[config.mk]
export PLATFORM = sky130hd
export DESIGN_NAME = line_fifo_sequencer_flat
export DESIGN_NICKNAME = d
export VERILOG_FILES = /design/src/rtl/line_fifo_sequencer_if.sv /design/src/rtl/line_fifo_sequencer.sv /design/src/flat_wrapper.sv
export SDC_FILE = /design/constraint.sdc
export NUM_CORES = 1
export LEC_CHECK = 0
export ABC_AREA = 1
export ABC_CLOCK_PERIOD_IN_PS = 3550
export BUFFER_PORTS_ARGS = -buffer_cell sky130_fd_sc_hd__buf_2
export CORE_UTILIZATION = 49
export CTS_CLUSTER_SIZE = 30
export DETAILED_ROUTE_END_ITERATION = 10
export PLACE_DENSITY = 0.87
export SETUP_SLACK_MARGIN = 0.2
export SLEW_MARGIN = 20
export SYNTH_ARGS = -nofsm -noshare
export SYNTH_HDL_FRONTEND = slang
export SYNTH_SLANG_ARGS = --single-unit
[constraint.sdc]
create_clock -name clk -period 3.55 [get_ports clk]
set_input_delay 0.1775 -clock clk [delete_from_list [all_inputs] [get_ports clk]]
set_output_delay 0.1775 -clock clk [all_outputs]
set_load 0.05 [all_outputs]
[src/rtl/line_fifo_sequencer_if.sv]
// Bundle of the solver/parser handshake and external FIFO signals seen by
// line_fifo_sequencer. The sequencer sits on the master side; the
// surrounding parser, solver and FIFO sit on the slave side.
interface line_fifo_sequencer_if #(
    parameter int DATA_WIDTH = 16,
    parameter int DEPTH      = 1024,
    parameter int COUNT_W    = $clog2(DEPTH + 1)
);
    logic [1:0]            mode;
    logic                  parse_write;
    logic [DATA_WIDTH-1:0] parse_line;
    logic                  solve_write;
    logic [DATA_WIDTH-1:0] solve_line;
    logic                  solve_req;
    logic                  progress;
    logic                  fifo_full;
    logic                  fifo_empty;
    logic [DATA_WIDTH-1:0] fifo_dout;
    logic                  fifo_wr_en;
    logic [DATA_WIDTH-1:0] fifo_din;
    logic                  fifo_rd_en;
    logic [DATA_WIDTH-1:0] option;
    logic                  option_valid;
    logic [COUNT_W-1:0]    occupancy;
    logic                  pass_done;
    logic [7:0]            pass_count;
    logic                  stalled;
    logic                  overflow;

    modport master (
        input  mode, parse_write, parse_line, solve_write, solve_line,
               solve_req, progress, fifo_full, fifo_empty, fifo_dout,
        output fifo_wr_en, fifo_din, fifo_rd_en, option, option_valid,
               occupancy, pass_done, pass_count, stalled, overflow
    );

    modport slave (
        output mode, parse_write, parse_line, solve_write, solve_line,
               solve_req, progress, fifo_full, fifo_empty, fifo_dout,
        input  fifo_wr_en, fifo_din, fifo_rd_en, option, option_valid,
               occupancy, pass_done, pass_count, stalled, overflow
    );
endinterface

[src/rtl/line_fifo_sequencer.sv]
// Sequences the shared option-line FIFO between the parser and the solver.
// Muxes the two write sources, gates solver reads, tracks occupancy and
// splits solving into passes over the entries present at the start of each
// pass, flagging a stall when a whole pass assigns no new cell.
module line_fifo_sequencer #(
    parameter int DATA_WIDTH = 16,
    parameter int DEPTH      = 1024,
    parameter int COUNT_W    = $clog2(DEPTH + 1)
) (
    input  logic                  clk,
    input  logic                  rst,
    line_fifo_sequencer_if.master bus
);

    typedef enum logic [1:0] {
        IDLE = 2'd0,
        LOAD = 2'd1,
        RUN  = 2'd2,
        DONE = 2'd3
    } state_t;

    state_t                state;
    logic [COUNT_W-1:0]    occupancy_q;
    logic [COUNT_W-1:0]    pass_remaining;
    logic                  progress_seen;
    logic                  option_valid_q;
    logic                  stalled_q;
    logic                  overflow_q;
    logic [7:0]            pass_count_q;
    logic                  sel_write;
    logic [DATA_WIDTH-1:0] sel_line;
    logic                  wr_en;
    logic                  rd_en;
    logic                  pass_end;

    // Pick the write source owning the FIFO in the current top-level mode.
    always_comb begin
        sel_write = 1'b0;
        sel_line  = '0;
        case (bus.mode)
            2'd0: begin
                sel_write = bus.parse_write;
                sel_line  = bus.parse_line;
            end
            2'd1: begin
                sel_write = bus.solve_write;
                sel_line  = bus.solve_line;
            end
            default: begin
                sel_write = 1'b0;
                sel_line  = '0;
            end
        endcase
    end

    assign wr_en    = ~rst & sel_write & ~bus.fifo_full;
    assign rd_en    = ~rst & (state == RUN) & bus.solve_req & ~bus.fifo_empty
                      & (pass_remaining != '0);
    assign pass_end = ~rst & (state == RUN) & (bus.mode == 2'd1)
                      & option_valid_q & (pass_remaining == '0);

    assign bus.fifo_wr_en   = wr_en;
    assign bus.fifo_din     = sel_line;
    assign bus.fifo_rd_en   = rd_en;
    assign bus.option       = bus.fifo_dout;
    assign bus.option_valid = option_valid_q;
    assign bus.occupancy    = occupancy_q;
    assign bus.pass_done    = pass_end;
    assign bus.pass_count   = pass_count_q;
    assign bus.stalled      = stalled_q;
    assign bus.overflow     = overflow_q;

    // Track FIFO occupancy, the read-data valid delay and sticky overflow.
    always_ff @(posedge clk) begin
        if (rst) begin
            occupancy_q    <= '0;
            option_valid_q <= 1'b0;
            overflow_q     <= 1'b0;
        end else begin
            option_valid_q <= rd_en;
            overflow_q     <= overflow_q | (sel_write & bus.fifo_full);
            case ({wr_en, rd_en})
                2'b10:   occupancy_q <= occupancy_q + COUNT_W'(1);
                2'b01:   occupancy_q <= occupancy_q - COUNT_W'(1);
                default: occupancy_q <= occupancy_q;
            endcase
        end
    end

    // Pass sequencing FSM: snapshot occupancy, sweep it, then reload or stop.
    always_ff @(posedge clk) begin
        if (rst || bus.mode != 2'd1) begin
            state          <= IDLE;
            pass_remaining <= '0;
            pass_count_q   <= '0;
            stalled_q      <= 1'b0;
            progress_seen  <= 1'b0;
        end else begin
            case (state)
                IDLE: begin
                    state <= LOAD;
                end
                LOAD: begin
                    pass_remaining <= occupancy_q;
                    progress_seen  <= 1'b0;
                    state          <= (occupancy_q == '0) ? DONE : RUN;
                end
                RUN: begin
                    if (rd_en) begin
                        pass_remaining <= pass_remaining - COUNT_W'(1);
                    end
                    progress_seen <= progress_seen | bus.progress;
                    if (pass_end) begin
                        if (pass_count_q != 8'hFF) begin
                            pass_count_q <= pass_count_q + 8'd1;
                        end
                        if (!(progress_seen || bus.progress)) begin
                            stalled_q <= 1'b1;
                            state     <= DONE;
                        end else begin
                            state <= LOAD;
                        end
                    end
                end
                DONE: begin
                    state <= DONE;
                end
                default: begin
                    state <= IDLE;
                end
            endcase
        end
    end

endmodule

[src/flat_wrapper.sv]
// flat-port wrapper written by rule: the top's interface ports become plain ports
module line_fifo_sequencer_flat 
#(
    parameter int DATA_WIDTH = 16,
    parameter int DEPTH      = 1024,
    parameter int COUNT_W    = $clog2(DEPTH + 1)
)
  (clk, rst, bus_mode, bus_parse_write, bus_parse_line, bus_solve_write, bus_solve_line, bus_solve_req, bus_progress, bus_fifo_full, bus_fifo_empty, bus_fifo_dout, bus_fifo_wr_en, bus_fifo_din, bus_fifo_rd_en, bus_option, bus_option_valid, bus_occupancy, bus_pass_done, bus_pass_count, bus_stalled, bus_overflow);
  line_fifo_sequencer_if #(.DATA_WIDTH(DATA_WIDTH), .DEPTH(DEPTH), .COUNT_W(COUNT_W)) bus_i ();
  input  logic clk;
  input  logic rst;
  input wire logic [$bits(bus_i.mode)-1:0] bus_mode;
  input wire logic [$bits(bus_i.parse_write)-1:0] bus_parse_write;
  input wire logic [$bits(bus_i.parse_line)-1:0] bus_parse_line;
  input wire logic [$bits(bus_i.solve_write)-1:0] bus_solve_write;
  input wire logic [$bits(bus_i.solve_line)-1:0] bus_solve_line;
  input wire logic [$bits(bus_i.solve_req)-1:0] bus_solve_req;
  input wire logic [$bits(bus_i.progress)-1:0] bus_progress;
  input wire logic [$bits(bus_i.fifo_full)-1:0] bus_fifo_full;
  input wire logic [$bits(bus_i.fifo_empty)-1:0] bus_fifo_empty;
  input wire logic [$bits(bus_i.fifo_dout)-1:0] bus_fifo_dout;
  output wire logic [$bits(bus_i.fifo_wr_en)-1:0] bus_fifo_wr_en;
  output wire logic [$bits(bus_i.fifo_din)-1:0] bus_fifo_din;
  output wire logic [$bits(bus_i.fifo_rd_en)-1:0] bus_fifo_rd_en;
  output wire logic [$bits(bus_i.option)-1:0] bus_option;
  output wire logic [$bits(bus_i.option_valid)-1:0] bus_option_valid;
  output wire logic [$bits(bus_i.occupancy)-1:0] bus_occupancy;
  output wire logic [$bits(bus_i.pass_done)-1:0] bus_pass_done;
  output wire logic [$bits(bus_i.pass_count)-1:0] bus_pass_count;
  output wire logic [$bits(bus_i.stalled)-1:0] bus_stalled;
  output wire logic [$bits(bus_i.overflow)-1:0] bus_overflow;
  assign bus_i.mode = bus_mode;
  assign bus_i.parse_write = bus_parse_write;
  assign bus_i.parse_line = bus_parse_line;
  assign bus_i.solve_write = bus_solve_write;
  assign bus_i.solve_line = bus_solve_line;
  assign bus_i.solve_req = bus_solve_req;
  assign bus_i.progress = bus_progress;
  assign bus_i.fifo_full = bus_fifo_full;
  assign bus_i.fifo_empty = bus_fifo_empty;
  assign bus_i.fifo_dout = bus_fifo_dout;
  assign bus_fifo_wr_en = bus_i.fifo_wr_en;
  assign bus_fifo_din = bus_i.fifo_din;
  assign bus_fifo_rd_en = bus_i.fifo_rd_en;
  assign bus_option = bus_i.option;
  assign bus_option_valid = bus_i.option_valid;
  assign bus_occupancy = bus_i.occupancy;
  assign bus_pass_done = bus_i.pass_done;
  assign bus_pass_count = bus_i.pass_count;
  assign bus_stalled = bus_i.stalled;
  assign bus_overflow = bus_i.overflow;
  line_fifo_sequencer #(.DATA_WIDTH(DATA_WIDTH), .DEPTH(DEPTH), .COUNT_W(COUNT_W)) u_core (.clk(clk), .rst(rst), .bus(bus_i));
endmodule
Word level (Yosys, flattened, before mapping)
Index checks and enable logic that the tools add are counted.
{"block": "op_classes", "reduce_logical": 12, "add_sub_neg": 4, "n_mux": 10, "eq_ne": 10, "bitwise_logic": 16}
{"op": "case mux 11 bit (2 select lines)", "n": 2}
{"op": "case mux 16 bit (2 select lines)", "n": 1}
{"op": "zero test 11 bit", "n": 2}
{"op": "subtractor 11 x 1 -> 11 bit, second input constant", "n": 2}
{"op": "adder 11 x 1 -> 11 bit, second input constant", "n": 1}
{"op": "2-to-1 mux 11 bit", "n": 1}
{"op": "nonzero test 11 bit", "n": 1}
{"op": "AND 1 bit", "n": 10}
{"op": "adder 8 x 1 -> 8 bit, second input constant", "n": 1}
{"op": "!= test 8 bit, second input constant", "n": 1}
{"op": "case mux 2 bit (4 select lines)", "n": 1}
{"op": "== test 2 x 1 -> 1 bit, second input constant", "n": 3}
{"op": "== test 2 bit, second input constant", "n": 3}
{"op": "AND reduction 3 bit", "n": 2}
{"op": "zero test 2 bit", "n": 2}
{"op": "2-to-1 mux 2 bit", "n": 2}
{"op": "!= test 2 x 1 -> 1 bit, second input constant", "n": 2}
{"op": "inverter 1 bit", "n": 4}
{"op": "case mux 1 bit (2 select lines)", "n": 2}
{"op": "nonzero test 2 bit", "n": 2}
{"op": "logical OR 1 bit", "n": 2}
{"op": "!= test 2 bit, second input constant", "n": 1}
{"op": "OR 1 bit", "n": 2}
{"op": "AND reduction 2 bit", "n": 1}
{"op": "2-to-1 mux 1 bit", "n": 1}
{"block": "word_totals", "inputBits": 58, "out_inout_bits": 57, "elab_cells": 60, "reg_bits": 36}

Depth between registers and ports, before layout
Gate-level depths: netlist (run 1).
{"block": "logic_depth", "word_depth": 7, "mapped_depth": 19, "depth_no_buf": 19}

Worst setup path after synthesis (run 1)
OpenSTA, ideal clock, no wires.
{"block": "synth_path", "kind": "flip-flop to flip-flop", "from": "register u_core.pass_remaining[0]", "to": "register u_core.occupancy_q[7], in the netlist u_core.bus.occupancy[7]", "arrival_ps": 2838, "synth_period_minus_slack_ps": 2953, "stages_incl_launch_ff": 17, "setup_ps": 115, "path_buffers": 0, "required_ps": 3435, "setup_slack_ps": 597, "path_cell_list": "dfxtp_1 inv_1 ha_1 nand2_2 nor2_4 nand3_4 nand2_4 inv_1 ha_1 ha_1 nand2_1 o21ai_0 nand3_1 nand2_1 nor2_1 o21ai_0 inv_1"}
{"block": "synth_between", "elab_chain_cells": 4, "elab_cells_between_ends": 6, "classes_between": "eq/ne (2); mux (1); bitwise (1); reduce/logical (2)"}
{"item": "from (decl)", "line_no": "line_fifo_sequencer.sv:24", "source": "logic [COUNT_W-1:0] pass_remaining;"}
{"item": "from (signal assigned)", "line_no": "line_fifo_sequencer.sv:104", "source": "pass_remaining <= occupancy_q;"}
{"item": "from (signal assigned)", "line_no": "line_fifo_sequencer.sv:110", "source": "pass_remaining <= pass_remaining - COUNT_W'(1);"}
{"item": "nonzero test 11 bit (*)", "line_no": "line_fifo_sequencer.sv:58", "source": "& (pass_remaining != '0);"}
{"item": "AND 1 bit (*)", "line_no": "line_fifo_sequencer.sv:58"}
{"item": "via bus_fifo_rd_en", "line_no": "flat_wrapper.sv:24", "source": "output wire logic [$bits(bus_i.fifo_rd_en)-1:0] bus_fifo_rd_en;"}
{"item": "== test 2 x 1 -> 1 bit or == test 2 bit (tied branches)", "line_no": "line_fifo_sequencer.sv:82", "source": "case ({wr_en, rd_en})"}
{"item": "case mux 11 bit (2 select lines) or nonzero test 2 bit (tied branches)"}
{"item": "to (signal assigned)", "line_no": "line_fifo_sequencer.sv:83", "source": "2'b10: occupancy_q <= occupancy_q + COUNT_W'(1);"}
{"item": "to (signal assigned)", "line_no": "line_fifo_sequencer.sv:84", "source": "2'b01: occupancy_q <= occupancy_q - COUNT_W'(1);"}
{"item": "to (signal assigned)", "line_no": "line_fifo_sequencer.sv:85", "source": "default: occupancy_q <= occupancy_q;"}
{"item": "to (decl)", "line_no": "line_fifo_sequencer.sv:23", "source": "logic [COUNT_W-1:0] occupancy_q;"}
The timed path passes the listed nets; every way through them passes the cells marked *.
A chain may end at the register's enable or synchronous reset.

Worst setup path in the final report (run 1)
{"block": "layout_path", "from": "register u_core.pass_remaining[0]", "to": "register u_core.occupancy_q[7], in the netlist u_core.bus.occupancy[7]"}
{"block": "layout_between", "elab_chain_cells": 4, "elab_cells_between_ends": 6, "classes_between": "eq/ne (2); mux (1); bitwise (1); reduce/logical (2)"}
{"item": "nonzero test 11 bit (*)", "line_no": "line_fifo_sequencer.sv:58"}
{"item": "AND 1 bit (*)", "line_no": "line_fifo_sequencer.sv:58"}
{"item": "== test 2 x 1 -> 1 bit or == test 2 bit (tied branches)", "line_no": "line_fifo_sequencer.sv:82"}
{"item": "case mux 11 bit (2 select lines) or nonzero test 2 bit (tied branches)"}
Mark *: on every way between the ends. The rest lies on a longest branch, timed or not.

==> out/results.tsv, run 1 <==
stage	metric	value	unit
setup_path	reg2reg start	u_core.pass_remaining[0]$_SDFFE_PP0P_	
drt	routed wire length	7312	um
clock_network	CTS tree	yes	
yosys	share of the synthesized area in the top cell type	25.46	%
sta	worst hold margin	0.1490	ns
yosys	sequential-to-total area share from yosys stat	25.46	%
yosys	Post-Synthesis Cells	450	
setup_path	r2r worst-path depth	17	
layout	Fill cells	520	
power	worst ir drop on vdd	282.6	uV
clock_network	clk root buf	clkbuf_8	
clock_network	H-tree depth	2	
sta	setup_tns	0	ns
setup_path	crit start category	flip-flop	
clock_network	buffer depth of the longest clock path	2	
layout	cell area after layout	3306	sq um
layout	area occupied by multi-input gates	1704	sq um
place	PortBufs	82	
setup_path	Critical Path Sink	u_core.bus.occupancy[7]$_SDFFE_PP0P_	
global_route	number of global-route vias before repair	2675	
clock_network	hold-fix buffer count after cts	0	
clock_network	clock sinks	36	
layout	layout cells sized above 1	21.43	%
sta	RSZ-0062 raised after global routing	false	
sta	Final Critical Period	3.026	ns
die	Initial Util	51.08	%
drt	ANT nets after route	0	
setup_path	reg2reg end	u_core.bus.occupancy[7]$_SDFFE_PP0P_	
die	FP Rows	27	
drt	routed length per instance	12.39	um
outcome	status	finished, final reports clean	
clock_network	Clk Latency, worst-skew pair	0.29	ns
die	core box area	5540	sq um
clock_network	total CTS buffers	5	
place	routability cong.	0.8879	
yosys	Syn Std Cell Area	2830	sq um
global_route	grt ovf	0	
layout	Post-layout nets	592	
sta	Worst Max-Slew Pin Slew	0.4658	ns
layout	area grow syn2layout	16.80	%
place	DP HPWL	5582	um
global_route	initial antenna violation count	0	
global_route	pin count of the biggest net entering global routing	21	
global_route	global-route wire length before repair	11430	um
drt	DRT Pass-1 Iters	4	
power	PD cells	296.6	nW/um^2
setup_path	Critical Path Sink Type	flip-flop	
sta	final setup fails	0	
sta	max-slew violation count	0	
die	die height	78	um
sta	slew margin rel.	68.95	%
yosys	flops & latches, synth	36	
sta	Setup Skew	0.009660	ns
yosys	mean post-synth cell area	6.289	sq um
hold_path	Hold Path Class	in2reg	
power	P_leak	0.001787	uW
layout	Ant. Diodes	0	
yosys	Ys Warns	0	
setup_path	critical path data arrival time	3.21	ns
layout	FF+latch area	720.7	sq um
die	die footprint	6084	sq um
drt	DRC	0	
setup_path	reg2reg setup slack	0.52	ns
setup_path	worst-path fanout max	11	
place	placed cell area	3194	sq um
die	Die Wd	78	um
yosys	Area contributors post-synth	dfxtp_1 (25%), nand2_1 (16%), inv_1 (7.6%)	
yosys	post-synth top area cell	dfxtp_1	
sta	crit share post-route	85.24	%
global_route	GRT Overall Usage	23.39	%
run	max_cap viols	0	
yosys	Synth Net Count	525	
die	io pins	115	
sta	f_max	330.5	MHz
setup_path	required time of the critical path	3.73	ns
clock_network	Reg clk slew, reported paths	0.08	ns
sta	Fin. Hold Viols	0	
yosys	library cells used by synthesis	35	
drt	vias per cell	5.158	
drt	via count	3043	
setup_path	worst setup path start	u_core.pass_remaining[0]$_SDFFE_PP0P_	
setup_path	kind of critical path	reg2reg	
drt	DRT iter0 DRCs	167	
==> where the power goes <==
part / internal [uW] / switching (uW) / total (uW) / leakage (uW)
Sequential: 410 / 7.24 / 418 / 0.000291
Combinational: 56.9 / 137 / 194 / 0.00144
Clock: 208 / 161 / 369 / 0.0000541
==> layer usage <==
metal	wire [um]	track usage, %	share of wire, %	up-vias
met5	0	0	0	-
met4	122	9.074	1.7	0
met3	458	4.353	6.3	16
met2	3627	43.36	50	99
met1	3104	26.22	42	1370
li1	-	-	-	1558
==> cells by family (layout without fill, tap and decap cells) <==
family                     Yosys count  count (layout)  share of synthesized area (%)
and+or+nand+nor                    220             220                          35.23
buffers and inverters               89             157                          14.32
AOI/OAI and AO/OA                   78              78                          14.10
DFF                                 36              36                          25.46
adders and majority gates           17              17                          7.781
xor gates and xnor gates            10              10                          3.095
==> Yosys cell counts <==
cell type,number
nand2_1,118
o21bai_1,1
buf_6,1
buf_2,1
nand3_1,39
nand3_2,1
a21oi_2,1
nand3_4,1
xor2_1,7
fa_1,1
inv_1,57
inv_4,1
clkinv_1,3
o21ai_1,4
inv_2,2
o31ai_1,1
nand3b_1,1
nor2_8,2
nor3_1,4
nand4_1,5
nand2_2,1
buf_4,16
xnor2_1,3
nor2_1,40
a21oi_1,38
nand4_2,1
buf_1,1
o21ai_0,33
nand2_4,2
ha_1,16
clkbuf_1,7
or2_2,2
dfxtp_1,36
nor2_2,1
nor2_4,2
==> through the flow <==
step | utilization (%) | worst slack (ns) | instances | total power [uW]
global placement | 57.66 | 0.6002 | 582 | 615.7
detailed placement | 57.66 | 0.5275 | 582 | 619.8
global route | 59.67 | 0.2095 | 590 | 1015
finish | 59.67 | 0.5239 | 590 | 980.6
floorplan | - | 0.5968 | 450 | 609.3
CTS | 59.67 | 0.5014 | 590 | 989.0
==> timing repair <==
item | 4_1_cts | 5_1_grt
buffers inserted | 0 | 0
resized for setup | 0 | 1
endpoints found under the setup margin | 0 | 2
==> sequential cells by signal, indices dropped and copies added, names as in the netlist <==
signal and flops:
u_core.bus.pass_count 8, u_core.pass_remaining 11, u_core.bus.stalled 1, u_core.progress_seen 1
u_core.bus.overflow 1, u_core.bus.occupancy 11, u_core.bus.option_valid 1, u_core.state 2
==> worst max-delay path: stages (launching register included) <==
cell and delay [ns]:
dfxtp_1 0.32, inv_1 0.12, ha_1 0.24, nand2_2 0.10, nor2_4 0.16, nand3_4 0.14
nand2_4 0.12, inv_1 0.07, ha_1 0.37, ha_1 0.40, a21oi_1 0.29, inv_1 0.07
a21oi_1 0.13, nand2_1 0.08, nand2_1 0.06, nand2_1 0.04, o21ai_0 0.15, inv_1 0.06
==> worst min path at each step <==
stage	start	end	slack [ns]	cells past startpoint
floorplan	bus_fifo_full	u_core.bus.overflow$_SDFF_PP0_	0.32	2
finish	bus_fifo_full	u_core.bus.overflow$_SDFF_PP0_	0.15	3
detailed placement	bus_fifo_dout[11]	bus_option[11]	0.36	0
global route	bus_fifo_full	u_core.bus.overflow$_SDFF_PP0_	0.20	3
global placement	bus_fifo_dout[11]	bus_option[11]	0.36	0
CTS	bus_fifo_full	u_core.bus.overflow$_SDFF_PP0_	0.14	3
==> layout by cell type, fill, tap and decap left out, types with 7 or more instances in the layout <==
master and count:
nand2_1 118, buf_2 82, inv_1 57, nor2_1 40, nand3_1 39, a21oi_1 38
dfxtp_1 36, o21ai_0 32, ha_1 16, xor2_1 7
==> layout make-up <==
| class | instances | share of cell area (%) |
|---|---|---|
| Tap cell | 72 | 2.725 |
| Inverter | 63 | 7.229 |
| Timing Repair Buffer | 86 | 13.32 |
| Sequential cell | 36 | 21.80 |
| Clock buffer | 5 | 2.082 |
| Multi-Input combinational cell | 325 | 51.55 |
| Clock inverter | 3 | 1.287 |
Note: power is estimated with default switching activity, not from simulation.
==> run 2: changes to the inputs <==
- BUFFER_PORTS_ARGS: -buffer_cell sky130_fd_sc_hd__buf_2 -> -buffer_cell sky130_fd_sc_hd__clkbuf_2
- CORE_ASPECT_RATIO: default -> 0.6
- RECOVER_POWER: default -> 25
==> run 2 against run 1 <==
Net effect: sequential share of layout area grew 0.12 points; critical path depth unchanged; total power down 4.3%; highest routed layer unchanged; final area shrank 0.53%; core utilization is 0.64 points lower; first-iteration DRC count is 47% higher; fmax is 1.8% higher; non-clock buffer count decreased by 1; clock power fell by 12%; cell count is 1.2% higher; setup slack better by 0.054 ns; clock-buffer cell count increased by 1.
==> out/results.tsv, run 2 (synthesized netlist as in run 1, its figures left out) <==
stage	metric	value	unit	change
outcome	status	finished, final reports clean		
clock_network	buffer depth of the longest clock path	2		unchanged
sta	crit share post-route	83.73	%	-1.5 points
clock_network	Clk Latency, worst-skew pair	0.30	ns	about the same
drt	routed length per instance	12.70	um	+2.5%
clock_network	total CTS buffers	5		unchanged
clock_network	H-tree depth	2		unchanged
power	P_leak	0.001739	uW	-2.7%
layout	area grow syn2layout	16.18	%	
sta	setup ws final	0.5775	ns	+0.05357 ns
setup_path	required time of the critical path	3.75	ns	+0.02 ns
drt	DRT Pass-1 Iters	5		+1
drt	via count	3089		+1.5%
die	core box area	5570	sq um	+0.54%
layout	area occupied by multi-input gates	1707	sq um	+0.15%
place	pre-CTS WS	0.4437	ns	-0.08377 ns
drt	vias per cell	5.174		+0.32%
layout	most frequent cells in the layout	nand2_1 (118), clkbuf_2 (76), inv_1 (58)		
global_route	GRT Overall Usage	25.58	%	+2.2 points
clock_network	CTS tree	yes		
clock_network	hold-fix buffer count after cts	0		unchanged
sta	Fin. Hold Viols	0		unchanged
global_route	global-route wire length before repair	12150	um	+6.3%
setup_path	slowest CP cell	ha_1		
sta	Worst Max-Slew Pin Slew	0.9345	ns	+0.4687 ns
sta	Setup Skew	0.01147	ns	+0.001808 ns
layout	layout cells sized above 1	20.12	%	-1.3 points
power	worst ir drop on vdd	202.7	uV	-28%
drt	routed wire length	7584	um	+3.7%
layout	FF+latch area	720.7	sq um	unchanged
setup_path	crit-path most repeated cell	inv_1		
clock_network	cts repair resizes	0		unchanged
clock_network	clk root buf	clkbuf_8		
layout	Fill cells	538		+3.5%
run	max_cap viols	0		unchanged
sta	Final Critical Period	2.973	ns	-0.05357 ns
global_route	pin count of the biggest net entering global routing	21		unchanged
layout	Ant. Diodes	0		unchanged
die	Die Wd	100.1	um	+28%
setup_path	reg2reg setup slack	0.58	ns	+0.05 ns
hold_path	Hold Path Class	in2reg		
setup_path	worst-path fanout max	11		unchanged
sta	final setup fails	0		unchanged
sta	setup_tns	0	ns	unchanged
die	io pins	115		unchanged
global_route	grt ovf	0		unchanged
setup_path	crit start category	flip-flop		
die	FP Rows	21		-22%
layout	cell area after layout	3288	sq um	-0.53%
layout	commonest non-fill, non-tap cell in the layout	nand2_1		
place	DP HPWL	5806	um	+4.0%
place	PortBufs	82		unchanged
setup_path	Critical Path Sink Type	flip-flop		
clock_network	clock sinks	36		unchanged
setup_path	kind of critical path	reg2reg		
global_route	number of global-route vias before repair	2709		+1.3%
layout	Post-layout nets	591		-0.17%
place	routability cong.	0.9259		+4.3%
place	placed cell area	3197	sq um	about the same
sta	f_max	336.4	MHz	+1.8%
clock_network	Post-CTS Setup Bufs	0		unchanged
global_route	initial antenna violation count	0		unchanged
drt	DRC	0		unchanged
sta	slew margin rel.	37.47	%	-31 points
die	die footprint	6094	sq um	+0.16%
setup_path	crit-path cells	inv_1, ha_1, nand2_2, nor2_4, nand3_4, nand2_4, inv_1, ha_2, ha_1, a21oi_1, inv_1, a21oi_1, nand2_1, nand2_1, nand2_1, o21ai_0, inv_1		
setup_path	critical path data arrival time	3.17	ns	-0.04 ns
setup_path	CP max stage delay	0.36	ns	-0.04 ns
die	Initial Util	50.81	%	-0.28 points
layout	fin util	59.03	%	-0.64 points
power	PD cells	285.4	nW/um^2	-3.8%
power	overall power	938.5	uW	-4.3%
sta	RSZ-0062 raised after global routing	false		
drt	DRT iter0 DRCs	246		+47%
clock_network	Reg clk slew, reported paths	0.08	ns	about the same
drt	ANT nets after route	0		unchanged
sta	max-slew violation count	0		unchanged
die	die height	60.87	um	-22%
-- run 2: changes by cell type in the layout (fill, tap and decap cells not counted), sizes merged --
cell	delta
inv	+1
clkbuf	+83
clkinvlp	-1
bufinv	-1
buf	-83
-- run 2: metrics by stage --
step | instances | hold WS [ns]
2_1_floorplan | 450 | 0.3222
6_report | 597 | 0.1277
5_1_grt | 597 | 0.1751
4_1_cts | 597 | 0.1298
3_3_place_gp | 589 | 0.3553
3_5_place_dp | 589 | 0.3553
-- run 2: worst paths after layout --
kind	from	to	cells after the start
worst max-delay path	u_core.pass_remaining[0]$_SDFFE_PP0P_	u_core.bus.occupancy[7]$_SDFFE_PP0P_	17
worst max register to register	u_core.pass_remaining[0]$_SDFFE_PP0P_	u_core.bus.occupancy[7]$_SDFFE_PP0P_	17
worst min register to register	u_core.bus.stalled$_SDFFE_PP0P_	u_core.bus.stalled$_SDFFE_PP0P_	2
worst min-delay path	bus_fifo_full	u_core.bus.overflow$_SDFF_PP0_	3
-- run 2: layout make-up --
cell class                 count  share of cell area, %
multi-input combinational    325                  51.90
sequential                    36                  21.92
timing repair buffer          85                  12.94
inverter                      63                  7.268
tap                           80                  3.044
clock buffer                   6                  2.511
clock inverter                 2                 0.4186
-- run 2: power by group --
part	leakage, uW	internal (uW)	switching [uW]
Combinational	0.00140	55.5	140
Sequential	0.000291	410	6.97
Clock	0.0000516	159	167
-- run 2: per-layer routing --
metal,global-route usage [%],part of all wire (%),up-vias,wire (um)
met5,0,0,-,0
met4,8.696,1.3,0,96
met3,5.184,9.2,11,699
met2,41.48,42,147,3209
met1,34.68,47,1373,3579
li1,-,-,1558,-
-- run 2: worst max-delay path: cells and delay by family (launching register included) --
family          cells  cell delay (ns)
compound gates      3             0.56
simple gates        7             0.76
flops               1             0.33
buf+inv             4             0.32
fa+ha+maj           3             0.88
==> run 3: changes to the inputs <==
- ABC_AREA: 1 -> 0
- ABC_CLOCK_PERIOD_IN_PS: 3550 -> 2520
- CORE_UTILIZATION: 49 -> 43
- PLACE_DENSITY: 0.87 -> 0.83
- clock period: 3.55 -> 2.52 ns (I/O delays scaled with it)
==> run 3 against run 2 <==
Net effect: the run now ends with negative setup slack left; synthesized cell count down 27%; highest routed layer unchanged; cell count down 10%; non-clock buffer count up 63; wire length up 15%.
==> out/results.tsv, run 3 <==
stage	metric	value	unit	change
place	placed cell area	3316	sq um	+3.7%
clock_network	buffer depth of the longest clock path	2		unchanged
yosys	post-synth top area cell	dfxtp_1		
drt	routed wire length	8687	um	+15%
setup_path	kind of critical path	reg2reg		
layout	area occupied by multi-input gates	1866	sq um	+9.3%
sta	setup ws final	-0.4483	ns	-1.026 ns
yosys	top-count cell post-synth	nor2_1		
setup_path	slowest CP cell	fa_2		
die	Die Wd	102	um	+1.9%
yosys	sequential-to-total area share from yosys stat	27.93	%	+2.5 points
power	P_leak	0.001753	uW	+0.84%
global_route	pin count of the biggest net entering global routing	27		+29%
sta	Worst Max-Slew Pin Slew	0.5883	ns	-0.3461 ns
outcome	failing checks	negative setup slack		
yosys	Top FF cell, synth	dfxtp_1		
hold_path	Hold Path Class	in2reg		
setup_path	required time of the critical path	2.71	ns	-1.04 ns
power	PD cells	345.0	nW/um^2	+21%
place	PortBufs	82		unchanged
drt	DRT iter0 DRCs	166		-33%
yosys	largest family of logic cells by synthesized area	simple AND/OR/NAND/NOR gates		
setup_path	crit start category	flip-flop		
layout	cell area after layout	3805	sq um	+16%
power	worst ir drop on vdd	223.0	uV	+10%
power	switching part of the total power	28.33	%	-5.1 points
power	Pint	940.9	uW	+51%
layout	Ant. Diodes	0		unchanged
drt	vias per cell	5.407		+4.5%
yosys	Post-Synth XOR/XNOR Area	4.753	%	+1.7 points
clock_network	Clk Latency, worst-skew pair	0.30	ns	about the same
die	die height	62	um	+1.9%
sta	slew margin rel.	60.78	%	+23 points
drt	DRT Pass-1 Iters	5		unchanged
yosys	post-synthesis simple-gate area fraction	23.91	%	-11 points
drt	via count	2898		-6.2%
yosys	Synth Area in Adders	8.535	%	+0.75 points
yosys	EDFF count, synth	0		unchanged
clock_network	CTS tree	yes		
yosys	multiplexer share of the synthesized area	9.408	%	+9.4 points
setup_path	CP max stage delay	0.37	ns	about the same
setup_path	CP bufs+invs	3		-1
layout	commonest non-fill, non-tap cell in the layout	clkbuf_2		
drt	DRC	0		unchanged
yosys	share of the synthesized area in the top cell type	27.93	%	+2.5 points
yosys	fraction of registers with async set/reset	0	%	unchanged
sta	Setup Skew	0.01133	ns	-0.0001379 ns
drt	ANT nets after route	0		unchanged
setup_path	crit-path cells	inv_2, ha_4, nor4bb_4, nand2_2, clkinvlp_4, ha_4, inv_2, fa_2, nor2b_4, o2111ai_2, a31oi_1, o22a_1, mux2i_1, mux2_2		
sta	Fin. Hold Viols	0		unchanged
yosys	Post-Synthesis Cells	329		-27%
clock_network	clock sinks	36		unchanged
sta	crit share post-route	117.8	%	+34 points
global_route	global-route wire length before repair	12650	um	+4.1%
sta	worst hold margin	0.09608	ns	-0.03158 ns
clock_network	H-tree depth	2		unchanged
run	max_cap viols	0		unchanged
yosys	Syn Std Cell Area	2580	sq um	-8.8%
clock_network	hold-fix buffer count after cts	0		unchanged
die	Initial Util	45.46	%	-5.4 points
sta	final setup fails	9		+9
power	Comb pwr share	16.9	%	-3.9 points
power	clock share of power	39.3	%	+4.6 points
yosys	Synth Net Count	404		-23%
layout	area grow syn2layout	47.48	%	
power	P_sw	371.9	uW	+19%
layout	FF+latch area	725.7	sq um	+0.69%
layout	most frequent cells in the layout	clkbuf_2 (78), nor2_1 (55), buf_4 (54)		
setup_path	worst-path fanout max	6		-5
die	core box area	5675	sq um	+1.9%
yosys	mean post-synth cell area	7.842	sq um	+25%
layout	layout cells sized above 1	43.20	%	+23 points
drt	routed length per instance	16.21	um	+28%
yosys	Area contributors post-synth	dfxtp_1 (28%), mux2i_1 (8.5%), nor2_1 (8.3%)		
global_route	GRT Overall Usage	26.77	%	+1.2 points
sta	max-slew violation count	0		unchanged
yosys	flops & latches, synth	36		unchanged
sta	RSZ-0062 raised after global routing	true		
yosys	Synth Area in Compound Gates	15.42	%	+1.3 points
clock_network	total CTS buffers	5		unchanged
yosys	library cells used by synthesis	45		+29%
outcome	status	finished with violations		
die	io pins	115		unchanged
setup_path	Critical Path Sink Type	flip-flop		
die	FP Rows	21		unchanged
clock_network	Reg clk slew, reported paths	0.08	ns	about the same
place	DP HPWL	5792	um	-0.24%
sta	f_max	336.9	MHz	+0.14%
place	routability cong.	0.8867		-4.2%
clock_network	clk root buf	clkbuf_8		
yosys	Ys Warns	0		unchanged
setup_path	cell family with most CP delay	adder cells		
power	Reg power frac	43.8	%	-0.7 points
global_route	initial antenna violation count	0		unchanged
global_route	number of global-route vias before repair	2707		-0.074%
global_route	grt ovf	0		unchanged
layout	Fill cells	451		-16%
sta	Final Critical Period	2.968	ns	-0.004241 ns
setup_path	critical path data arrival time	3.15	ns	-0.02 ns
yosys	synth cell count leaders	nor2_1 (57), dfxtp_1 (36), nand2_1 (25)		
layout	Post-layout nets	530		-10%
die	die footprint	6324	sq um	+3.8%
## run 3: changes by cell type in the layout (fill, tap and decap cells not counted), moves of 8 or more
| cell | change |
|---|---|
| ha_4 | +9 |
| mux2i_1 | +22 |
| ha_1 | -8 |
| nor2_1 | +15 |
| inv_1 | -47 |
| a21oi_1 | -21 |
| nand2_1 | -94 |
| buf_6 | +12 |
| nand3_1 | -29 |
| o21ai_0 | -22 |
| buf_4 | +51 |
## run 3: logic make-up (layout without fill, tap and decap cells)
kind of cell,after synthesis,after routing
buffers and inverters,44,170
and+or+nand+nor,130,131
muxes,24,24
adders and majority gates,17,17
DFF,36,36
AOI/OAI and AO/OA,64,64
xor gates and xnor gates,14,14
## run 3: through the flow
step                cells  TNS (ns)  setup WS, ns  utilization (%)  total power [uW]
finish                536    -2.395       -0.4483            67.04              1313
global route          536    -3.573       -0.5088            67.04              1357
CTS                   529    -1.201       -0.3050            65.34              1306
detailed placement    506   -0.9492       -0.3528            58.42             801.9
global placement      506   -0.7666       -0.2689            58.42             797.5
floorplan             329    -2.544       -0.6501                -             798.9
## run 3: power groups by stage
stage / logic, uW / registers, uW / clock network (uW)
6_report: 222 / 575 / 516
5_1_grt: 235 / 575 / 546
4_1_cts: 217 / 575 / 514
3_5_place_dp: 214 / 588 / 0
3_3_place_gp: 210 / 588 / 0
2_1_floorplan: 205 / 594 / 0
## run 3: per-layer routing
layer  vias to the layer above  GRT usage, %  share of wire, %
met5                         -             0                 0
met4                         0         6.939               2.3
met3                        23         5.257               7.0
met2                       138         47.46                48
met1                      1354         34.10                43
li1                       1383             -                 -
## run 3: area by class of cell
type / instances / area share, %
multi-input cells: 250 / 49.03
flip-flops and latches: 36 / 19.07
clock buffers: 5 / 1.809
repair buffers: 148 / 24.86
inverters: 14 / 1.480
clock inverters: 3 / 1.118
well taps: 80 / 2.631
## run 3: final timing paths
path         slack, ns                                     to  depth (start not counted)                             from
max reg2reg      -0.45  u_core.bus.occupancy[10]$_SDFFE_PP0P_                         14     u_core.state[0]$_SDFFE_PP0P_
max              -0.45  u_core.bus.occupancy[10]$_SDFFE_PP0P_                         14     u_core.state[0]$_SDFFE_PP0P_
min reg2reg       0.48        u_core.bus.stalled$_SDFFE_PP0P_                          2  u_core.bus.stalled$_SDFFE_PP0P_
min                0.1         u_core.bus.overflow$_SDFF_PP0_                          3                    bus_fifo_full
## run 3: tightest hold or removal path, delay by kind of cell
kind | cells | cell delay, ns
buffers and inverters | 1 | 0.09
AOI/OAI and AO/OA | 1 | 0.07
and+or+nand+nor | 1 | 0.07
## run 3: what timing repair did
action | CTS | global route
setup buffers | 15 | 6
gates cloned | 0 | 1
gates resized for setup | 27 | 12
endpoints found under the hold margin | 0 | 0
pin swaps | 20 | 14
endpoints found under the setup margin | 8 | 19
